$ cat config.mk
export PLATFORM = sky130hd
export DESIGN_NAME = muldiv_unit
export DESIGN_NICKNAME = d
export VERILOG_FILES = /design/src/rtl/muldiv_unit.sv
export SDC_FILE = /design/constraint.sdc
export NUM_CORES = 1
export LEC_CHECK = 0
export ABC_AREA = 1
export CORE_AREA = 3 3 246 248
export CTS_BUF_LIST = sky130_fd_sc_hd__clkbuf_2 sky130_fd_sc_hd__clkbuf_4 sky130_fd_sc_hd__clkbuf_8
export DETAILED_ROUTE_END_ITERATION = 12
export DIE_AREA = 0 0 249 251
export REMOVE_ABC_BUFFERS = 1
export SLEW_MARGIN = 20
export SYNTH_ARGS = -nofsm -noshare
export SYNTH_HDL_FRONTEND = slang
export SYNTH_SLANG_ARGS = --single-unit
$ cat constraint.sdc
create_clock -name clk -period 2.8 [get_ports clk]
set_input_delay 0.28 -clock clk [delete_from_list [all_inputs] [get_ports clk]]
set_output_delay 0.28 -clock clk [all_outputs]
set_load 0.01 [all_outputs]
$ cat src/rtl/muldiv_unit.sv
// ---------------------------------------------------------------------------
// muldiv_unit
//
// Iterative RISC-V M-extension multiply/divide responder. It sits beside the
// combinational execution unit and takes the operations dispatched with
// funct7 = 0000001. Only one operation is in flight at a time.
//
// Multiply is shift-add and divide is restoring division. Both work on
// operand magnitudes and run for WIDTH cycles. A FIX cycle then applies sign
// correction, selects the result word, and forces the special-case results.
// The latency from accept to out_valid is WIDTH + 1 cycles for every
// operation.
//
// Ports:
//   clk        system clock, rising edge
//   rst_n      asynchronous active-low reset
//   in_valid   request valid (sampled only in IDLE)
//   in_ready   request can be accepted (high only in IDLE)
//   opA        rs1 / dividend / multiplicand
//   opB        rs2 / divisor / multiplier
//   func       funct3: MUL MULH MULHSU MULHU DIV DIVU REM REMU
//   out_valid  result valid, held until out_ready
//   out_ready  consumer accepts the result
//   out        registered result
//   busy       high in CALC, FIX or DONE
// ---------------------------------------------------------------------------
module muldiv_unit #(
  parameter int WIDTH = 32,
  parameter int CNT_W = 6
) (
  input  logic             clk,
  input  logic             rst_n,
  input  logic             in_valid,
  output logic             in_ready,
  input  logic [WIDTH-1:0] opA,
  input  logic [WIDTH-1:0] opB,
  input  logic [2:0]       func,
  output logic             out_valid,
  input  logic             out_ready,
  output logic [WIDTH-1:0] out,
  output logic             busy
);

  localparam int W2 = 2 * WIDTH;

  localparam logic [2:0] F_MUL    = 3'b000;
  localparam logic [2:0] F_MULH   = 3'b001;
  localparam logic [2:0] F_MULHSU = 3'b010;
  localparam logic [2:0] F_MULHU  = 3'b011;
  localparam logic [2:0] F_DIV    = 3'b100;
  localparam logic [2:0] F_DIVU   = 3'b101;
  localparam logic [2:0] F_REM    = 3'b110;
  localparam logic [2:0] F_REMU   = 3'b111;

  localparam logic [WIDTH-1:0] MIN_NEG = {1'b1, {(WIDTH-1){1'b0}}};

  typedef enum logic [1:0] {
    IDLE = 2'd0,
    CALC = 2'd1,
    FIX  = 2'd2,
    DONE = 2'd3
  } state_t;

  state_t           state_reg;
  logic [CNT_W-1:0] cnt_reg;
  logic [2:0]       func_reg;
  // Multiply: acc = {partial product high, remaining multiplier bits}.
  // Divide:   acc = {partial remainder, dividend bits / quotient bits}.
  logic [W2-1:0]    acc_reg;
  // Multiplicand magnitude for multiply, divisor magnitude for divide.
  logic [WIDTH-1:0] m_reg;
  logic [WIDTH-1:0] opa_reg;       // raw dividend, returned by REM on divide-by-zero
  logic             sign_diff_reg; // operand signs differ: negate product / quotient
  logic             a_neg_reg;     // dividend negative: negate remainder
  logic             div_zero_reg;
  logic             ovf_reg;
  logic             out_valid_reg;
  logic [WIDTH-1:0] out_reg;

  assign in_ready  = (state_reg == IDLE);
  assign busy      = (state_reg != IDLE);
  assign out_valid = out_valid_reg;
  assign out       = out_reg;

  // ---------------- accept-time decode ----------------
  logic             a_signed, b_signed, a_neg, b_neg;
  logic [WIDTH-1:0] a_mag, b_mag;

  always_comb begin
    a_signed = 1'b0;
    b_signed = 1'b0;
    case (func)
      F_MUL, F_MULH: begin a_signed = 1'b1; b_signed = 1'b1; end
      F_MULHSU:      begin a_signed = 1'b1; b_signed = 1'b0; end
      F_DIV, F_REM:  begin a_signed = 1'b1; b_signed = 1'b1; end
      default:       begin a_signed = 1'b0; b_signed = 1'b0; end
    endcase
    a_neg = a_signed & opA[WIDTH-1];
    b_neg = b_signed & opB[WIDTH-1];
    // The most negative value maps onto itself, which is the right unsigned
    // magnitude.
    a_mag = a_neg ? (~opA + 1'b1) : opA;
    b_mag = b_neg ? (~opB + 1'b1) : opB;
  end

  // ---------------- one iteration step ----------------
  logic [WIDTH:0]  mul_sum;
  logic [WIDTH:0]  div_shift;
  logic [WIDTH:0]  div_diff;
  logic [W2-1:0]   step_next;

  always_comb begin
    // Shift-add: add the multiplicand to the high half when the current
    // multiplier bit is set, then shift the whole accumulator right. The carry
    // moves into the top bit.
    mul_sum   = {1'b0, acc_reg[W2-1:WIDTH]} + (acc_reg[0] ? {1'b0, m_reg} : '0);
    // Restoring divide: bring the next dividend bit into the remainder, then
    // trial-subtract the divisor. The quotient bit goes into the vacated LSB.
    div_shift = {acc_reg[W2-1:WIDTH], acc_reg[WIDTH-1]};
    div_diff  = div_shift - {1'b0, m_reg};
    if (func_reg[2]) begin
      if (div_diff[WIDTH])
        step_next = {div_shift[WIDTH-1:0], acc_reg[WIDTH-2:0], 1'b0};
      else
        step_next = {div_diff[WIDTH-1:0], acc_reg[WIDTH-2:0], 1'b1};
    end else begin
      step_next = {mul_sum, acc_reg[WIDTH-1:1]};
    end
  end

  // ---------------- FIX-cycle result selection ----------------
  logic [W2-1:0]    prod_fix;
  logic [WIDTH-1:0] quo, rem, quo_fix, rem_fix;
  logic [WIDTH-1:0] fix_out;

  always_comb begin
    prod_fix = sign_diff_reg ? (~acc_reg + 1'b1) : acc_reg;
    quo      = acc_reg[WIDTH-1:0];
    rem      = acc_reg[W2-1:WIDTH];
    quo_fix  = sign_diff_reg ? (~quo + 1'b1) : quo;
    rem_fix  = a_neg_reg ? (~rem + 1'b1) : rem;
    fix_out  = '0;
    case (func_reg)
      F_MUL:                     fix_out = prod_fix[WIDTH-1:0];
      F_MULH, F_MULHSU, F_MULHU: fix_out = prod_fix[W2-1:WIDTH];
      F_DIV, F_DIVU: begin
        if (div_zero_reg)  fix_out = '1;
        else if (ovf_reg)  fix_out = MIN_NEG;
        else               fix_out = quo_fix;
      end
      F_REM, F_REMU: begin
        if (div_zero_reg)  fix_out = opa_reg;
        else if (ovf_reg)  fix_out = '0;
        else               fix_out = rem_fix;
      end
      default:                   fix_out = '0;
    endcase
  end

  // ---------------- FSM and datapath ----------------
  always_ff @(posedge clk or negedge rst_n) begin
    if (!rst_n) begin
      state_reg     <= IDLE;
      cnt_reg       <= '0;
      func_reg      <= '0;
      acc_reg       <= '0;
      m_reg         <= '0;
      opa_reg       <= '0;
      sign_diff_reg <= 1'b0;
      a_neg_reg     <= 1'b0;
      div_zero_reg  <= 1'b0;
      ovf_reg       <= 1'b0;
      out_valid_reg <= 1'b0;
      out_reg       <= '0;
    end else begin
      case (state_reg)
        IDLE: begin
          if (in_valid) begin
            func_reg      <= func;
            opa_reg       <= opA;
            sign_diff_reg <= a_neg ^ b_neg;
            a_neg_reg     <= a_neg;
            div_zero_reg  <= func[2] && (opB == '0);
            ovf_reg       <= (func == F_DIV || func == F_REM) &&
                             (opA == MIN_NEG) && (opB == '1);
            if (func[2]) begin
              acc_reg <= {{WIDTH{1'b0}}, a_mag};
              m_reg   <= b_mag;
            end else begin
              acc_reg <= {{WIDTH{1'b0}}, b_mag};
              m_reg   <= a_mag;
            end
            cnt_reg   <= CNT_W'(WIDTH);
            state_reg <= CALC;
          end
        end
        CALC: begin
          acc_reg <= step_next;
          cnt_reg <= cnt_reg - CNT_W'(1);
          if (cnt_reg == CNT_W'(1))
            state_reg <= FIX;
        end
        FIX: begin
          out_reg       <= fix_out;
          out_valid_reg <= 1'b1;
          state_reg     <= DONE;
        end
        DONE: begin
          if (out_ready) begin
            out_valid_reg <= 1'b0;
            state_reg     <= IDLE;
          end
        end
        default: state_reg <= IDLE;
      endcase
    end
  end

endmodule

==> run metrics <==
outcome finished clean; arrival time at the worst endpoint ~3.2 ns; Setup crit end kind flop; FF-to-FF Start acc_reg[0]; number of antenna-violating nets in the routed design 0; ports placed on the boundary ~110; switching power as a share of total power 58.8%; Pre-Repair DR Iteration Count 6; worst supply voltage drop on vdd roughly 0.47 mV; DRC errors left 0; Max Transition Viols Final 0; destination of the worst register-to-register timing path acc_reg[54]; via count of the first global-routing pass 21100; post-detailed-placement half-perimeter wirelength 73.5 mm; top cells by area in the synthesized netlist sky130_fd_sc_hd__dfrtp_1, sky130_fd_sc_hd__nand2_1, sky130_fd_sc_hd__nand3_1; Sw Pwr ~0.017 W; final weighted congestion in routability-driven placement 1.05; Rel. slew slack a little over half; clock transition at the registers of the reported paths about 0.13 ns; maximum buffer depth of the clock tree 2; Area growth, synth to finish 17.1%; Post-Syn Area 19200 sq um; number of port buffers 105; Fin. Hold Viols 0; total placed instance area 22000 sq um; commonest cells in the synthesized netlist sky130_fd_sc_hd__nand2_1, sky130_fd_sc_hd__inv_1, sky130_fd_sc_hd__nand3_1; setup violation total in the final timing report 0; starting density of the core about a third; Hold Path Class primary input to asynchronous set/reset pin; count of flip-flops with a built-in enable after synthesis 0; number of library cell types mapped by synthesis 48; standby leakage power 11.6 nW; worst setup slack before clock tree synthesis -0.0397 ns; Avg Cell Area, Syn roughly 5.7 sq um; via count 22900; final wirelength approximately 90 mm; Async SR Flop Fraction 100%; wire length of the first global-routing pass 133 mm; std cell rows 89; most instantiated flip-flop cell in the synthesis netlist sky130_fd_sc_hd__dfrtp_1; Worst-Margin Slew 0.683 ns; Die Area 62500 sq um; Logic pwr share 75.5%; min cycle time layout around 2.7 ns; CP Max Fanout 31; power density over cell area 1270 nW/um^2; post-route cell area 22500 sq um; overall die height 251 um; Critical path origin acc_reg[0]; total core area 58700 sq um; nets 3671; minimum setup slack in the final design 0.0969 ns; clock buffers created by TritonCTS 17; post-route core utilization 38.3%; grt total ovfl 0; synth warn 0; largest net degree at the start of global routing 69; Wirelength per Cell 20.8 um; Yosys top cell area share a little under a quarter; Worst Skew 0.0281 ns; Max Fclk around 370 MHz; Largest register FFs 64; Clock Root Buffer sky130_fd_sc_hd__clkbuf_8; number of fill cells in the layout 6465; fraction of layout cells with a size suffix above 1 under 10%; WS Path Type flop to flop; Tot Pwr between 0.02 and 0.03 W; Power Internal 0.0118 W; per-cell via count in the routed design 5.32; Die Width 249 um; count of H-tree levels built during CTS 4; most numerous cell in the Yosys netlist sky130_fd_sc_hd__nand2_1; fraction of power consumed by sequential logic 17.5%; number of DRC violations after detailed-routing iteration 0 2937; crit path launch type flop; CTS tree done; sequential element share of the synthesized area 22.9%; initial antenna violation count 1; number of clock sinks 176; number of synthesized register bits 176; latest clock arrival within the worst-skew pair 0.59 ns; synthesized instance count ~3400; required time of the critical path ~3.3 ns; number of maximum-capacitance constraint violations 0; count of cells along the worst register-to-register path 16; GRT Util Overall 28.2%; slack of the worst reg-to-reg path roughly 0.097 ns; Clk pwr share 6.9%; library cell with the largest summed area after synthesis sky130_fd_sc_hd__dfrtp_1; period utilization 96.5%; critical path capture point acc_reg[54]
layer usage:
metal	part of all wire (%)	global-route usage [%]
met3	8.9	5.40
met1	43	38.6
met2	42	42.5
met4	5.5	13.8
met5	0	0
layout by cell type, fill, tap and decap left out, types with 4 or more instances in the layout:
master,synthesis,layout
sky130_fd_sc_hd__buf_4,4,140
sky130_fd_sc_hd__o21ai_1,36,35
sky130_fd_sc_hd__inv_2,9,9
sky130_fd_sc_hd__o21bai_1,9,9
sky130_fd_sc_hd__nor2_1,324,321
sky130_fd_sc_hd__o21ai_0,187,184
sky130_fd_sc_hd__buf_12,0,10
sky130_fd_sc_hd__nand2_2,9,10
sky130_fd_sc_hd__nand4_1,57,57
sky130_fd_sc_hd__nand3_1,341,341
sky130_fd_sc_hd__dfrtp_1,176,174
sky130_fd_sc_hd__o211ai_1,30,30
sky130_fd_sc_hd__nand2_1,1169,1167
sky130_fd_sc_hd__a21oi_1,169,166
sky130_fd_sc_hd__nor4_1,6,6
sky130_fd_sc_hd__nor3_1,25,25
sky130_fd_sc_hd__xnor2_1,19,19
sky130_fd_sc_hd__ha_1,75,75
sky130_fd_sc_hd__clkinv_8,0,7
sky130_fd_sc_hd__o221ai_1,10,10
sky130_fd_sc_hd__clkdlybuf4s50_1,0,104
sky130_fd_sc_hd__clkbuf_8,0,19
sky130_fd_sc_hd__nor2_2,8,11
sky130_fd_sc_hd__nand3b_1,16,16
sky130_fd_sc_hd__a21o_1,6,6
sky130_fd_sc_hd__inv_1,434,434
sky130_fd_sc_hd__a22oi_1,14,14
sky130_fd_sc_hd__o21a_1,4,4
sky130_fd_sc_hd__a31oi_1,8,8
sky130_fd_sc_hd__a21oi_2,1,4
sky130_fd_sc_hd__o21ai_2,3,6
sky130_fd_sc_hd__xor2_1,61,61
sky130_fd_sc_hd__or2_2,12,12
critical path: stages, from the launching register on:
cell	delay, ns
sky130_fd_sc_hd__dfrtp_1	0.44
sky130_fd_sc_hd__buf_12	0.19
sky130_fd_sc_hd__nand2_1	0.07
sky130_fd_sc_hd__inv_1	0.04
sky130_fd_sc_hd__ha_1	0.34
sky130_fd_sc_hd__a21oi_1	0.27
sky130_fd_sc_hd__o21ai_0	0.19
sky130_fd_sc_hd__inv_1	0.13
sky130_fd_sc_hd__nor2_1	0.04
sky130_fd_sc_hd__o21ai_0	0.31
sky130_fd_sc_hd__nand3_1	0.12
sky130_fd_sc_hd__nand2_1	0.08
sky130_fd_sc_hd__nand3_1	0.08
sky130_fd_sc_hd__nand2_1	0.14
sky130_fd_sc_hd__inv_1	0.05
sky130_fd_sc_hd__nand2_1	0.05
sky130_fd_sc_hd__nand2_1	0.04
kinds of logic after synthesis:
kind of cell | count (synthesis) | share of synthesized area, %
AO/OA/AOI/OAI | 490 | 14.1
XOR/XNOR | 80 | 3.65
adder cells (fa/ha/maj) | 77 | 5.09
buffers and inverters | 562 | 11.4
flip-flops | 176 | 22.9
AND/OR/NAND/NOR | 1978 | 42.8
power groups by stage:
stage | combinational [W] | clock (W) | sequential [W]
after global routing | 0.0238 | 0.00211 | 0.00510
after global placement | 0.0208 | 0 | 0.00498
after floorplan | 0.0128 | 0 | 0.00507
after CTS | 0.0209 | 0.00203 | 0.00495
final | 0.0216 | 0.00198 | 0.00500
after detailed placement | 0.0208 | 0 | 0.00500
area by class of cell:
type / instances / area [sq um] / share of cell area [%]
diodes: 1 / 2.50 / 0.0111
clock buffers: 18 / 248 / 1.10
clock inverters: 14 / 183 / 0.813
inverters: 446 / 1670 / 7.45
multi-input cells: 2625 / 12700 / 56.4
flip-flops and latches: 176 / 4410 / 19.6
well taps: 773 / 967 / 4.30
repair buffers: 257 / 2330 / 10.4
worst min-delay path by stage:
stage | startpoint | endpoint | slack (ns)
floorplan | rst_n | a_neg_reg | -0.02
global placement | rst_n | out[26] | 0.35
detailed placement | rst_n | out[26] | 0.35
CTS | rst_n | out[26] | 0.25
global route | rst_n | out[6] | 0.31
finish | rst_n | out[12] | 0.28
through the flow:
stage / TNS, ns / instances / hold slack, ns
after floorplan: -155.27 / 3247 / -0.0156
after global placement: -0.0563 / 4272 / 0.347
after detailed placement: -0.0400 / 4272 / 0.346
after CTS: 0 / 4305 / 0.251
after global routing: -0.0469 / 4310 / 0.311
final: 0 / 4310 / 0.276
what timing repair did:
action / in CTS / in global routing
endpoints found under the setup margin: 0 / 26
gates resized for setup: 0 / 15
hold buffers: 1 / 0
endpoints found under the hold margin: 64 / 0
setup buffers: 0 / 4
Note: power is estimated with default switching activity, not from simulation.
